[config.mk]
export PLATFORM = sky130hd
export DESIGN_NAME = puf_arb_sampler
export DESIGN_NICKNAME = d
export VERILOG_FILES = /design/src/rtl/puf_pkg.sv /design/src/rtl/arbiter.sv /design/src/rtl/puf_arb_sampler_vote.sv /design/src/rtl/puf_arb_sampler.sv
export SDC_FILE = /design/constraint.sdc
export NUM_CORES = 1
export LEC_CHECK = 0
export BUFFER_PORTS_ARGS = -buffer_cell sky130_fd_sc_hd__buf_2
export CAP_MARGIN = 20
export CELL_PAD_IN_SITES_DETAIL_PLACEMENT = 1
export CELL_PAD_IN_SITES_GLOBAL_PLACEMENT = 2
export CORE_UTILIZATION = 42
export CTS_BUF_LIST = sky130_fd_sc_hd__clkbuf_8
export CTS_CLUSTER_DIAMETER = 80
export DETAILED_ROUTE_END_ITERATION = 10
export GPL_ROUTABILITY_DRIVEN = 0
export PLACE_DENSITY_LB_ADDON = 0.12
export RECOVER_POWER = 100
export SETUP_SLACK_MARGIN = 0.4
export SLEW_MARGIN = 5
export SYNTH_ARGS = -nofsm -noshare
export SYNTH_HDL_FRONTEND = slang
export SYNTH_HIERARCHICAL = 1
export SYNTH_SLANG_ARGS = --single-unit
[constraint.sdc]
create_clock -name clk_i -period 4.8 [get_ports clk_i]
set_input_delay 0.72 -clock clk_i [delete_from_list [all_inputs] [get_ports clk_i]]
set_output_delay 0.72 -clock clk_i [all_outputs]
set_load 0.01 [all_outputs]
[src/rtl/puf_pkg.sv]
// Shared types and constants for the clocked arbiter-PUF sampler.
package puf_pkg;

  typedef enum logic [2:0] {
    S_IDLE,
    S_RELAX,
    S_FIRE,
    S_SAMPLE,
    S_VOTE,
    S_DONE
  } puf_samp_state_t;

  localparam int PUF_N_SAMPLES  = 15;
  localparam int PUF_RELAX_CYC  = 4;
  localparam int PUF_SETTLE_CYC = 4;

  // Ceiling log2, never less than 1 so it is always usable as a vector width.
  function automatic int puf_clog2(input int v);
    int r;
    r = 1;
    for (int i = 1; i < 31; i++) begin
      if ((1 << i) < v) r = i + 1;
    end
    return r;
  endfunction

endpackage

[src/rtl/arbiter.sv]
// Single arbiter chain stand-in: combinational response to the shared
// challenge, forced low while the chain is relaxing.
module arbiter #(
  parameter int CHAL_W = 32,
  parameter int TAP    = 0
) (
  input  logic              enable_i,
  input  logic [CHAL_W-1:0] challenge_i,
  output logic              resp_o
);

  localparam int IDX = TAP % CHAL_W;

  assign resp_o = enable_i & ((^challenge_i) ^ challenge_i[IDX]);

endmodule

[src/rtl/puf_arb_sampler_vote.sv]
// One response bit: 2-flop synchroniser, race counter and the
// majority / instability decision registered on the vote cycle.
module puf_vote_bit
  import puf_pkg::*;
#(
  parameter int N_SAMPLES = PUF_N_SAMPLES
) (
  input  logic clk_i,
  input  logic rst_i,
  input  logic resp_i,
  input  logic clear_i,
  input  logic sample_i,
  input  logic vote_i,
  output logic bit_o,
  output logic unstable_o
);

  localparam int CNT_W = puf_clog2(N_SAMPLES + 1);
  localparam logic [CNT_W-1:0] HALF = CNT_W'(N_SAMPLES / 2);
  localparam logic [CNT_W-1:0] FULL = CNT_W'(N_SAMPLES);

  logic             sync1_q;
  logic             sync2_q;
  logic [CNT_W-1:0] cnt_q;

  // Resynchronise the asynchronous race outcome every cycle.
  always_ff @(posedge clk_i) begin
    if (rst_i) begin
      sync1_q <= 1'b0;
      sync2_q <= 1'b0;
    end else begin
      sync1_q <= resp_i;
      sync2_q <= sync1_q;
    end
  end

  // Count races won; width holds N_SAMPLES so it never wraps.
  always_ff @(posedge clk_i) begin
    if (rst_i || clear_i) begin
      cnt_q <= '0;
    end else if (sample_i) begin
      cnt_q <= cnt_q + CNT_W'(sync2_q);
    end
  end

  // Register the voted bit and instability flag; held until the next vote.
  always_ff @(posedge clk_i) begin
    if (rst_i) begin
      bit_o      <= 1'b0;
      unstable_o <= 1'b0;
    end else if (vote_i) begin
      bit_o      <= (cnt_q > HALF);
      unstable_o <= (cnt_q != '0) && (cnt_q != FULL);
    end
  end

endmodule

[src/rtl/puf_arb_sampler.sv]
// Clocked arbiter-PUF sampler: fires N_BITS chains N_SAMPLES times,
// majority-votes each bit and presents the ID over valid/ready.
// Handshake: valid_o rises when a result is ready and stays high, with
// id_o/unstable_o stable, until an edge where ready_i=1; the transfer
// completes on that edge and valid_o drops.
module puf_arb_sampler
  import puf_pkg::*;
#(
  parameter int N_BITS     = 32,
  parameter int ID_W       = 96,
  parameter int CHAL_W     = 32,
  parameter int N_SAMPLES  = PUF_N_SAMPLES,
  parameter int RELAX_CYC  = PUF_RELAX_CYC,
  parameter int SETTLE_CYC = PUF_SETTLE_CYC
) (
  input  logic              clk_i,
  input  logic              rst_i,
  input  logic              start_i,
  input  logic [CHAL_W-1:0] challenge_i,
  input  logic              ready_i,
  output logic              busy_o,
  output logic              valid_o,
  output logic [ID_W-1:0]   id_o,
  output logic [N_BITS-1:0] unstable_o
);

  if (N_SAMPLES < 1 || (N_SAMPLES % 2) == 0 || N_BITS < 1 || N_BITS > ID_W ||
      RELAX_CYC < 1 || SETTLE_CYC < 2) begin : g_bad_params
    $error("puf_arb_sampler: illegal parameter combination");
  end

  localparam int SC_W   = puf_clog2(N_SAMPLES + 1);
  localparam int PH_MAX = (RELAX_CYC > SETTLE_CYC) ? RELAX_CYC : SETTLE_CYC;
  localparam int PH_W   = puf_clog2(PH_MAX);

  puf_samp_state_t   state_q, state_n;
  logic [PH_W-1:0]   phase_q, phase_n;
  logic [SC_W-1:0]   samp_q, samp_n;
  logic [CHAL_W-1:0] chal_q;
  logic              load_chal, clear_cnt, sample_en, vote_en;
  logic              arb_en;
  logic [N_BITS-1:0] arb_resp;
  logic [N_BITS-1:0] race_resp;
  logic [N_BITS-1:0] vote_bits;

  // State, phase/sample counters and the latched challenge.
  always_ff @(posedge clk_i) begin
    if (rst_i) begin
      state_q <= S_IDLE;
      phase_q <= '0;
      samp_q  <= '0;
      chal_q  <= '0;
    end else begin
      state_q <= state_n;
      phase_q <= phase_n;
      samp_q  <= samp_n;
      if (load_chal) chal_q <= challenge_i;
    end
  end

  // Next-state and per-state strobes for the relax/fire/sample loop.
  always_comb begin
    state_n   = state_q;
    phase_n   = phase_q;
    samp_n    = samp_q;
    load_chal = 1'b0;
    clear_cnt = 1'b0;
    sample_en = 1'b0;
    vote_en   = 1'b0;
    case (state_q)
      S_IDLE: begin
        if (start_i) begin
          state_n   = S_RELAX;
          load_chal = 1'b1;
          clear_cnt = 1'b1;
          phase_n   = '0;
          samp_n    = '0;
        end
      end
      S_RELAX: begin
        if (phase_q == PH_W'(RELAX_CYC - 1)) begin
          state_n = S_FIRE;
          phase_n = '0;
        end else begin
          phase_n = phase_q + PH_W'(1);
        end
      end
      S_FIRE: begin
        if (phase_q == PH_W'(SETTLE_CYC - 1)) begin
          state_n = S_SAMPLE;
          phase_n = '0;
        end else begin
          phase_n = phase_q + PH_W'(1);
        end
      end
      S_SAMPLE: begin
        sample_en = 1'b1;
        phase_n   = '0;
        samp_n    = samp_q + SC_W'(1);
        if (samp_q == SC_W'(N_SAMPLES - 1)) state_n = S_VOTE;
        else                                state_n = S_RELAX;
      end
      S_VOTE: begin
        vote_en = 1'b1;
        state_n = S_DONE;
      end
      S_DONE: begin
        if (ready_i) state_n = S_IDLE;
      end
      default: state_n = S_IDLE;
    endcase
  end

  assign arb_en    = (state_q == S_FIRE) || (state_q == S_SAMPLE);
  assign busy_o    = (state_q == S_RELAX) || (state_q == S_FIRE) ||
                     (state_q == S_SAMPLE) || (state_q == S_VOTE);
  assign valid_o   = (state_q == S_DONE);
  assign race_resp = arb_resp;
  assign id_o      = ID_W'(vote_bits);

  for (genvar g = 0; g < N_BITS; g++) begin : g_bit
    arbiter #(
      .CHAL_W (CHAL_W),
      .TAP    (g)
    ) u_arb (
      .enable_i    (arb_en),
      .challenge_i (chal_q),
      .resp_o      (arb_resp[g])
    );

    puf_vote_bit #(
      .N_SAMPLES (N_SAMPLES)
    ) u_vote (
      .clk_i      (clk_i),
      .rst_i      (rst_i),
      .resp_i     (race_resp[g]),
      .clear_i    (clear_cnt),
      .sample_i   (sample_en),
      .vote_i     (vote_en),
      .bit_o      (vote_bits[g]),
      .unstable_o (unstable_o[g])
    );
  end

endmodule

==> results.sh <==
export IMPL_cp_start_kind="register"
export IMPL_drv_cap=1
export IMPL_switchingPower_mw=2.507
export IMPL_worst_r2r_setup_slack_ns=1.25
export IMPL_initial_core_util=0.4245
export IMPL_synth_top_area_cell="dfxtp_1"
export IMPL_worstSetupEndpointType="register"
export IMPL_timing_final_crit_period_ns=3.550
export IMPL_p_per_area_nw_per_um2=346.5
export IMPL_cts_max_path_buffers=3
export IMPL_synth_seq_cells=297
export IMPL_syn_avg_cell_area_um2=10.48
export IMPL_firstDrtPassIters=7
export IMPL_worst_r2r_startpoint="chal_q[14]"
export IMPL_syn_to_final_growth_pct=9.121
export IMPL_clk_pin_slew_ns=0.06
export IMPL_overflow=0
export IMPL_arrival_ns=3.94
export IMPL_avgRoutedWirePerCell_um=17.73
export IMPL_finalSetupViolCount=0
export IMPL_first_global_vias=15986
export IMPL_period_share=0.7396
export IMPL_synth_top_flop_cell="dfxtp_1"
export IMPL_route_detailed_drc=1
export IMPL_synth_top_area_share=0.2666
export IMPL_final_util=0.4632
export IMPL_crit_end="g_bit[19].u_vote/sync1_q"
export IMPL_fin_worst_skew_ns=0.01747
export IMPL_die_w_um=232.5
export IMPL_antenna_left=0
export IMPL_worstReg2RegEnd="g_bit[19].u_vote/sync1_q"
export IMPL_violations="DRC, capacitance limit, slew limit"
export IMPL_dp_cells=2918
export IMPL_grt_antenna_before_repair=0
export IMPL_crit_fanout=17
export IMPL_swShare=0.2973
export IMPL_max_slew_margin=-0.8753
export IMPL_routed_wl_mm=53.29
export IMPL_layoutNonFillerInstCount=3005
export IMPL_finalHoldViolations=0
export IMPL_combPwrFrac=0.411
export IMPL_fp_coreArea_um2=52550
export IMPL_cts_root_buf="clkbuf_8"
export IMPL_numCtsBuffers=55
export IMPL_critPathKind="reg -> reg"
export IMPL_final_nets=2390
export IMPL_p_int_mw=5.925
export IMPL_pwr_share_clk=0.279
export IMPL_seqPwrFrac=0.310
export IMPL_place_ws_ns=1.895
export IMPL_finalSetupTns_ns=0
export IMPL_ir_drop_uv=172.8
export IMPL_synth_cells=2128
export IMPL_cts_tree="done"
export IMPL_dpl_hpwl_mm=33.97
export IMPL_synth_cell_area_um2=22310
export IMPL_ff2ff_path_depth=7
export IMPL_placementRows=84
export IMPL_cts_hold_buf=0
export IMPL_synth_distinct_cells=40
export IMPL_rsz0062_at_grt="false"
export IMPL_antenna_cells=0
export IMPL_cts_sinks=297
export IMPL_vias=15077
export IMPL_post_cts_resized=0
export IMPL_p_leak_nw=9.368
export IMPL_yosysWarnings=6
export IMPL_grt_max_degree=110
export IMPL_drt_vias_per_instance=5.017
export IMPL_hold_ws_ns=0.3388
export IMPL_crit_start="chal_q[14]"
export IMPL_io_pins=166
export IMPL_cts_setup_buffers=0
export IMPL_status="finished, violations left"
export IMPL_die_area_um2=54030
export IMPL_drive_above_1_share=0.1014
export IMPL_die_h_um=232.5
export IMPL_slew_viol_final=106
export IMPL_dr_first_iter_drc_count=479
export IMPL_synth_edf_count=0
export IMPL_port_buffers=101
export IMPL_timing_fmax_mhz=281.7
export IMPL_track_usage=0.2019
export IMPL_grt_pass1_wl_mm=86.88
export IMPL_setup_slack_ns=1.250
export IMPL_ys_seq_area_frac=0.2666
export IMPL_cts_max_level=2
export IMPL_worst_pin_slew_ns=2.813
export IMPL_clock_latency_ns=0.63
export IMPL_worst_ep_required_time_ns=5.19
export IMPL_synth_area_top_cells="dfxtp_1 27%, xnor2_1 24%, xnor3_1 13%"
export IMPL_hp_class="in -> reg"
export IMPL_synthArstFlopShare=0
worst min path at each step:
stage	slack [ns]	cells after the start	to	start
2_1_floorplan	0.41	1	g_bit[0].u_vote/sync2_q	g_bit[0].u_vote/sync1_q
3_3_place_gp	0.42	1	g_bit[0].u_vote/sync2_q	g_bit[0].u_vote/sync1_q
3_5_place_dp	0.42	1	g_bit[3].u_vote/sync2_q	g_bit[3].u_vote/sync1_q
4_1_cts	0.29	3	chal_q[31]	challenge_i[31]
5_1_grt	0.32	3	chal_q[26]	challenge_i[26]
6_report	0.34	3	chal_q[31]	challenge_i[31]
critical path, cell delays in order (launching register included):
cell and delay, ns:
dfxtp_1 0.92, clkbuf_1 1.11, xor2_1 0.19, xnor2_1 0.28, xnor2_1 0.17, xnor3_1 0.35, and2_1 0.17, nor2b_1 0.12
synthesized netlist by cell type, drive strengths merged, types with 2 or more instances:
cell	instances
clkbuf	7
dfxtp	297
inv	3
xnor2	641
or3b	2
nor2	66
o21bai	2
and2	35
mux2i	98
o21ai	32
buf	104
xor2	129
nand4	65
nand3b	35
nand3	3
ha	67
nand2	132
nor2b	68
xnor3	128
nor4	32
a22oi	3
a21oi	37
nor3	131
layout make-up:
class / instances / area [um^2]
clock inverters: 27 / 190.2
well taps: 688 / 860.8
flip-flops and latches: 297 / 5958
inverters: 4 / 25.02
fillers: 5932 / 28210
multi-input cells: 1779 / 15550
repair buffers: 150 / 925.9
clock buffers: 60 / 825.8
power by group through the flow:
stage	Sequential (mW)	Clock [mW]	Combinational [mW]
global route	2.62	2.58	3.70
detailed placement	2.67	0	3.50
global placement	2.69	0	3.39
floorplan	2.75	0	2.87
CTS	2.61	2.47	3.52
finish	2.61	2.35	3.47
per-stage QoR:
| stage | area, um^2 | power [mW] |
|---|---|---|
| after floorplan | 22540 | 5.629 |
| after global placement | 23650 | 6.080 |
| after detailed placement | 23730 | 6.167 |
| after CTS | 24740 | 8.604 |
| after global routing | 24340 | 8.906 |
| final | 24340 | 8.433 |
sequential cells by signal, indices dropped and copies added, names as in the netlist:
signal / count
phase_q: 2
g_bit.u_vote/unstable_o: 32
g_bit.u_vote/sync2_q: 32
g_bit.u_vote/cnt_q: 128
samp_q: 4
chal_q: 32
state_q: 3
g_bit.u_vote/bit_o: 32
g_bit.u_vote/sync1_q: 32
layer usage:
metal	part of all wire	global-route usage	wire (um)	vias to the layer above
li1	-	-	-	7373
met1	0.45	0.2529	24040	7481
met2	0.51	0.3628	26990	161
met3	0.026	0.02623	1373	62
met4	0.016	0.05045	876	0
met5	0	0	0	-
kinds of logic (layout without fill, tap and decap cells):
kind of cell	after synthesis	after routing	share of synthesized area
buffers and inverters	115	241	0.03354
AO/OA/AOI/OAI	79	79	0.01902
other	1	64	0.0001681
adder cells (fa/ha/maj)	67	67	0.03758
AND/OR/NAND/NOR	573	573	0.1568
flip-flops	297	297	0.2666
multiplexers	98	98	0.04398
XOR/XNOR	898	898	0.4424
cells in the final DEF (no fill, tap or decap), types with 60 or more instances in the layout:
cell type,instances
xnor3_1,128
nor3_1,110
nor2b_1,68
conb_1,64
xnor2_1,609
dfxtp_1,287
xor2_1,129
ha_1,67
nor2_1,66
mux2i_1,98
clkbuf_8,60
nand2_1,132
clkbuf_1,70
Power figures use the tool's default switching activity.
